**config.mk**
```make
export PLATFORM = sky130hd
export DESIGN_NAME = mem_stage
export DESIGN_NICKNAME = d
export VERILOG_FILES = /design/src/rtl/mem_stage.sv
export SDC_FILE = /design/constraint.sdc
export NUM_CORES = 2
export LEC_CHECK = 0
export CORE_MARGIN = 1
export CORE_UTILIZATION = 40
export CTS_CLUSTER_DIAMETER = 150
export DETAILED_ROUTE_END_ITERATION = 10
export GPL_ROUTABILITY_DRIVEN = 0
export SLEW_MARGIN = 10
export SYNTH_ARGS = -nofsm -noshare
export SYNTH_HDL_FRONTEND = slang
export SYNTH_SLANG_ARGS = --single-unit
```
**constraint.sdc**
```tcl
create_clock -name clk -period 18.7 [get_ports clk]
set_input_delay 4.675 -clock clk [delete_from_list [all_inputs] [get_ports clk]]
set_output_delay 4.675 -clock clk [all_outputs]
set_load 0.005 [all_outputs]
```
**src/rtl/mem_stage.sv**
```systemverilog
// MIPS memory stage: EXE/MEM boundary register, wait-stated data memory,
// MEM/WB register and the architectural HI register.
module mem_stage #(
    parameter int WORD_LEN    = 32,
    parameter int DEPTH       = 64,
    parameter int ADDR_BASE   = 1024,
    parameter int WAIT_CYCLES = 2
) (
    input  logic                clk,
    input  logic                rst,
    input  logic                MEM_R_EN_in,
    input  logic                MEM_W_EN_in,
    input  logic                WB_EN_in,
    input  logic                HI_W_EN_in,
    input  logic [4:0]          dest_in,
    input  logic [WORD_LEN-1:0] ALUResult_in,
    input  logic [WORD_LEN-1:0] ST_value_in,
    input  logic [WORD_LEN-1:0] high_in,
    output logic                freeze,
    output logic [WORD_LEN-1:0] ALU_res_MEM,
    output logic                WB_EN_MEM,
    output logic                MEM_R_EN_MEM,
    output logic [4:0]          dest_MEM,
    output logic                WB_EN_WB,
    output logic                MEM_R_EN_WB,
    output logic [4:0]          dest_WB,
    output logic [WORD_LEN-1:0] ALU_res_WB,
    output logic [WORD_LEN-1:0] MEM_data_WB,
    output logic [WORD_LEN-1:0] HI_reg,
    output logic                addr_err
);

    localparam int IW = $clog2(DEPTH);
    localparam int CW = (WAIT_CYCLES > 0) ? $clog2(WAIT_CYCLES + 1) : 1;
    localparam logic [CW-1:0] CNT_MAX = CW'(WAIT_CYCLES);
    localparam logic [WORD_LEN-1:0] BASE = WORD_LEN'(ADDR_BASE);
    localparam logic [WORD_LEN-1:0] SPAN = WORD_LEN'(4 * DEPTH);

    typedef enum logic {
        S_IDLE,
        S_WAIT
    } state_t;

    state_t state_q, state_d;
    logic [CW-1:0] cnt_q, cnt_d;

    // EXE/MEM boundary register
    logic                wb_en_q;
    logic                mem_r_q;
    logic                mem_w_q;
    logic                hi_w_q;
    logic [4:0]          dest_q;
    logic [WORD_LEN-1:0] alu_q;
    logic [WORD_LEN-1:0] st_q;
    logic [WORD_LEN-1:0] high_q;

    // MEM/WB register
    logic                wb_en_wb_q;
    logic                mem_r_wb_q;
    logic [4:0]          dest_wb_q;
    logic [WORD_LEN-1:0] alu_wb_q;
    logic [WORD_LEN-1:0] data_wb_q;
    logic [WORD_LEN-1:0] hi_q;
    logic                addr_err_q;

    logic [WORD_LEN-1:0] mem_q [DEPTH];

    logic                mem_op;
    logic                is_load;
    logic                valid;
    logic                do_store;
    logic [WORD_LEN-1:0] offset;
    logic [IW-1:0]       idx;
    logic [WORD_LEN-1:0] load_data;

    always_comb begin
        mem_op    = mem_r_q | mem_w_q;
        is_load   = mem_r_q & ~mem_w_q;
        freeze    = mem_op & (cnt_q != CNT_MAX);
        // Wrap-around subtraction makes addresses below the base huge.
        offset    = alu_q - BASE;
        valid     = (offset[1:0] == 2'b00) && (offset < SPAN);
        idx       = offset[IW+1:2];
        do_store  = ~freeze & mem_w_q & valid;
        load_data = (is_load & valid) ? mem_q[idx] : '0;
    end

    always_comb begin
        state_d = state_q;
        cnt_d   = cnt_q;
        unique case (state_q)
            S_IDLE: begin
                if (freeze) begin
                    state_d = S_WAIT;
                    cnt_d   = cnt_q + CW'(1);
                end else begin
                    cnt_d = '0;
                end
            end
            S_WAIT: begin
                if (cnt_q == CNT_MAX) begin
                    state_d = S_IDLE;
                    cnt_d   = '0;
                end else begin
                    cnt_d = cnt_q + CW'(1);
                end
            end
        endcase
    end

    always_ff @(posedge clk or posedge rst) begin
        if (rst) begin
            state_q <= S_IDLE;
            cnt_q   <= '0;
        end else begin
            state_q <= state_d;
            cnt_q   <= cnt_d;
        end
    end

    always_ff @(posedge clk or posedge rst) begin
        if (rst) begin
            wb_en_q <= 1'b0;
            mem_r_q <= 1'b0;
            mem_w_q <= 1'b0;
            hi_w_q  <= 1'b0;
            dest_q  <= '0;
            alu_q   <= '0;
            st_q    <= '0;
            high_q  <= '0;
        end else if (!freeze) begin
            wb_en_q <= WB_EN_in;
            mem_r_q <= MEM_R_EN_in;
            mem_w_q <= MEM_W_EN_in;
            hi_w_q  <= HI_W_EN_in;
            dest_q  <= dest_in;
            alu_q   <= ALUResult_in;
            st_q    <= ST_value_in;
            high_q  <= high_in;
        end
    end

    always_ff @(posedge clk or posedge rst) begin
        if (rst) begin
            wb_en_wb_q <= 1'b0;
            mem_r_wb_q <= 1'b0;
            dest_wb_q  <= '0;
            alu_wb_q   <= '0;
            data_wb_q  <= '0;
            hi_q       <= '0;
            addr_err_q <= 1'b0;
        end else if (freeze) begin
            wb_en_wb_q <= 1'b0;
            mem_r_wb_q <= 1'b0;
            dest_wb_q  <= '0;
            alu_wb_q   <= '0;
            data_wb_q  <= '0;
            addr_err_q <= 1'b0;
        end else begin
            wb_en_wb_q <= wb_en_q;
            mem_r_wb_q <= is_load;
            dest_wb_q  <= dest_q;
            alu_wb_q   <= alu_q;
            data_wb_q  <= load_data;
            addr_err_q <= mem_op & ~valid;
            if (hi_w_q) begin
                hi_q <= high_q;
            end
        end
    end

    // Contents survive reset, so this array has no reset branch.
    always_ff @(posedge clk) begin
        if (do_store) begin
            mem_q[idx] <= st_q;
        end
    end

    assign ALU_res_MEM  = alu_q;
    assign WB_EN_MEM    = wb_en_q;
    assign MEM_R_EN_MEM = mem_r_q;
    assign dest_MEM     = dest_q;
    assign WB_EN_WB     = wb_en_wb_q;
    assign MEM_R_EN_WB  = mem_r_wb_q;
    assign dest_WB      = dest_wb_q;
    assign ALU_res_WB   = alu_wb_q;
    assign MEM_data_WB  = data_wb_q;
    assign HI_reg       = hi_q;
    assign addr_err     = addr_err_q;

endmodule

```
==> metrics.yaml <==
yosys:
  synth-edff-count: 2048
  synthMuxAreaShare: 0.0847
  main_combinational_cell_family_by_area_after_synthesis: "multiplexers"
  synth-adder-area-share: 0.000435
  synth_simple_gate_area_share: 0.0384
  synth.avg_cell_area_um2: 17.7
  synthesis.instances: 4884
  synth_ff_type: "sky130_fd_sc_hd__edfxtp_1"
  syn-num-nets: 4994
  synth-compound-area-share: 0.0793
  netlist-cell-type-count: 75
  synth.ff_latch_count: 2260
  synth_xor_area_frac: 0.000102
  synth_largest_type_area_fraction: 0.713
  netlist_area_um2: 86200
  ys_async_sr_fraction: 0.0938
  netlist_top_cells_area: "sky130_fd_sc_hd__edfxtp_1 71%, sky130_fd_sc_hd__dfrtp_1 6.2%, sky130_fd_sc_hd__mux4_2 3.3%"
  ys_seq_area_frac: 0.775
  ys_warn_count: 0
  synth.largest_area_cell: "sky130_fd_sc_hd__edfxtp_1"
place:
  io_buffers: 250
  hpwlAfterDp_mm: 153
  preCtsSetupSlack_ps: 11730
floorplanning:
  design.core.area_um2: 214000
  placementRows: 170
  die_h_um: 466
  die_width_um: 466
  boundaryPins: 251
  floorplan.initialDensity: 0.402
  fp.dieArea_um2: 217000
job:
  cap_violations: 0
global_route:
  first_global_vias: 48802
  gr-total-overflow: 0
  grt.total_usage: 0.251
  grt_max_degree: 127
  wire_length_of_the_first_global_routing_pass_mm: 384
  antenna_found_initial: 12
timing:
  final_critical_path_setup_slack_ps: 11250
  final.setup.tns_ps: 0
  worstMarginPinSlew_ps: 1310
  relSlewSlack: 0.125
  post-route-min-period_ps: 7450
  setup_viol: 0
  fin_worst_hold_slack_ps: 463
  finalMaxSlewViolations: 0
  hold_violations: 0
  post-route-period-util: 0.399
  rsz0062_at_grt: "no"
  max_freq_mhz: 134
  fin_clk_skew_ps: 32.3
detailed_routing:
  route.detailed.wl_per_inst_um: 33.4
  drc: 0
  initialDrtViolationCount: 7394
  drt_pass1_iterations: 6
  drt.antenna.violating_nets: 0
  vias_per_cell: 6.09
  drt-total-wl_mm: 276
  routed-via-count: 50365
layout:
  fillers: 18377
  layout-area-overhead-vs-synth_pct: 15.7
  layout.area.seq_um2: 66900
  combined_area_of_the_multi_input_logic_cells_um2: 18100
  layout.nets: 5335
  largest_register_ff_count: 2048
  final_core_utilization: 0.465
  registers.top_by_ff_count: "mem_q"
  drive_gt1_frac: 0.179
setup_path:
  cp.arrival_ps: 2780
  critPathSlowestCell: "sky130_fd_sc_hd__clkdlybuf4s50_1"
  cpPeakStageDelay_ps: 590
  setup.worst_path.end_class: "output port"
  critical_path.n_buffers_inverters: 3
  timing.setup.critical_path_class: "reg2out"
  worstPathMaxFanout: 36
  critPathLaunchType: "flop"
  crit_required_ps: 14030
  critical_path.cell_chain: "inv_1 > ha_1 > or2_4 > inv_4 > clkdlybuf4s50_1"
  delay_heaviest_family_cp: "buffers and inverters"
clock_tree:
  cts_hold_buffers: 0
  clockBufferDepth: 3
  post-cts-setup-buffers: 0
  tritoncts: "done"
  cts_repair_resize_count: 0
  numCtsBuffers: 227
  cts_max_level: 4
  clock_sinks: 2260
  root_buffer: "sky130_fd_sc_hd__clkbuf_16"
  clk_transition_reported_paths_ps: 60
  worstSkewPairLatency_ps: 860
run_status:
  run_status: "complete, no violations"
pwr:
  cellPowerDensity_nw_per_um2: 162
  power.static_leakage_uw: 0.0326
  design_power_uw: 16200
  max_vdd_drop_v: 0.000163
hold_path:
  hold_path_class: "reg2reg"
-- power by group --
| part | internal [uW] | total [uW] | switching (uW) |
|---|---|---|---|
| Sequential | 6360 | 6680 | 321 |
| Clock | 2530 | 4440 | 1910 |
| Combinational | 1500 | 5050 | 3550 |
| Total | 10400 | 16200 | 5780 |
-- cells in the final DEF, fill, tap and decap left out, drive strengths merged, types with 139 or more instances in the layout --
master	count
edfxtp	2048
nand2	425
clkbuf	315
o22ai	307
clkdlybuf4s50	250
dfrtp	212
mux2	198
mux2i	189
buf	186
nor2	182
o21ai	160
o221ai	153
mux4	139
-- worst reg2reg max path, delay by kind of cell (launching register included) --
| family | cells | cell delay, ps |
|---|---|---|
| AOI/OAI and AO/OA | 4 | 1770 |
| buffers and inverters | 2 | 1380 |
| and+or+nand+nor | 2 | 1350 |
| DFF | 1 | 710 |
-- cells in the mapped netlist, types with 79 or more instances --
library cell and instances:
sky130_fd_sc_hd__mux2i_1 189, sky130_fd_sc_hd__mux4_2 126, sky130_fd_sc_hd__nor2_1 182, sky130_fd_sc_hd__buf_2 114
sky130_fd_sc_hd__edfxtp_1 2048, sky130_fd_sc_hd__o21ai_0 160, sky130_fd_sc_hd__a21oi_1 129, sky130_fd_sc_hd__clkbuf_1 79
sky130_fd_sc_hd__o22ai_1 306, sky130_fd_sc_hd__nand2_1 422, sky130_fd_sc_hd__dfrtp_1 212, sky130_fd_sc_hd__mux2_2 198
sky130_fd_sc_hd__o221ai_1 153
-- cell type report --
cell class                 count  share of cell area
sequential                  2260               0.670
multi-input combinational   2291               0.182
clock buffer                 315              0.0624
timing repair buffer         436              0.0397
tap                         2838              0.0356
clock inverter               106             0.00955
inverter                       9            0.000527
antenna                        9            0.000226
-- routing by layer --
metal	track usage	part of all wire	vias up
met5	0	0.000047	-
met4	0.0856	0.037	2
met3	0.0638	0.12	511
met2	0.386	0.45	3230
met1	0.347	0.39	26274
li1	-	-	20348
-- per-stage QoR --
stage / cell area [um^2] / cells
after floorplan: 86200 / 4884
after global placement: 92500 / 7834
after detailed placement: 92500 / 7834
after CTS: 99700 / 8255
after global routing: 99700 / 8258
final: 99800 / 8264
-- path summary, 6_finish.rpt --
path	startpoint	to	slack, ps	cells after the start
setup / recovery	cnt_q[0]$_DFF_PP0_	freeze	11250	5
hold / removal	high_q[9]$_DFFE_PP0N_	high_q[9]$_DFFE_PP0N_	460	2
setup reg to reg	ALU_res_MEM[3]$_DFFE_PP0N_	MEM_data_WB[29]$_DFF_PP0_	13290	8
hold reg to reg	high_q[9]$_DFFE_PP0N_	high_q[9]$_DFFE_PP0N_	460	2
max in group asynchronous	rst	ALU_res_MEM[4]$_DFFE_PP0N_	12690	3
min in group asynchronous	rst	high_q[6]$_DFFE_PP0N_	4380	2
-- cell families (layout without fill, tap and decap cells) --
logic type,count (synthesis),after routing
fa+ha+maj,3,3
mux,526,526
buf+inv,333,866
simple gates,766,766
other cells,0,9
xor+xnor,1,1
compound gates,995,995
flops,2260,2260
(Power assumes the default switching activity.)
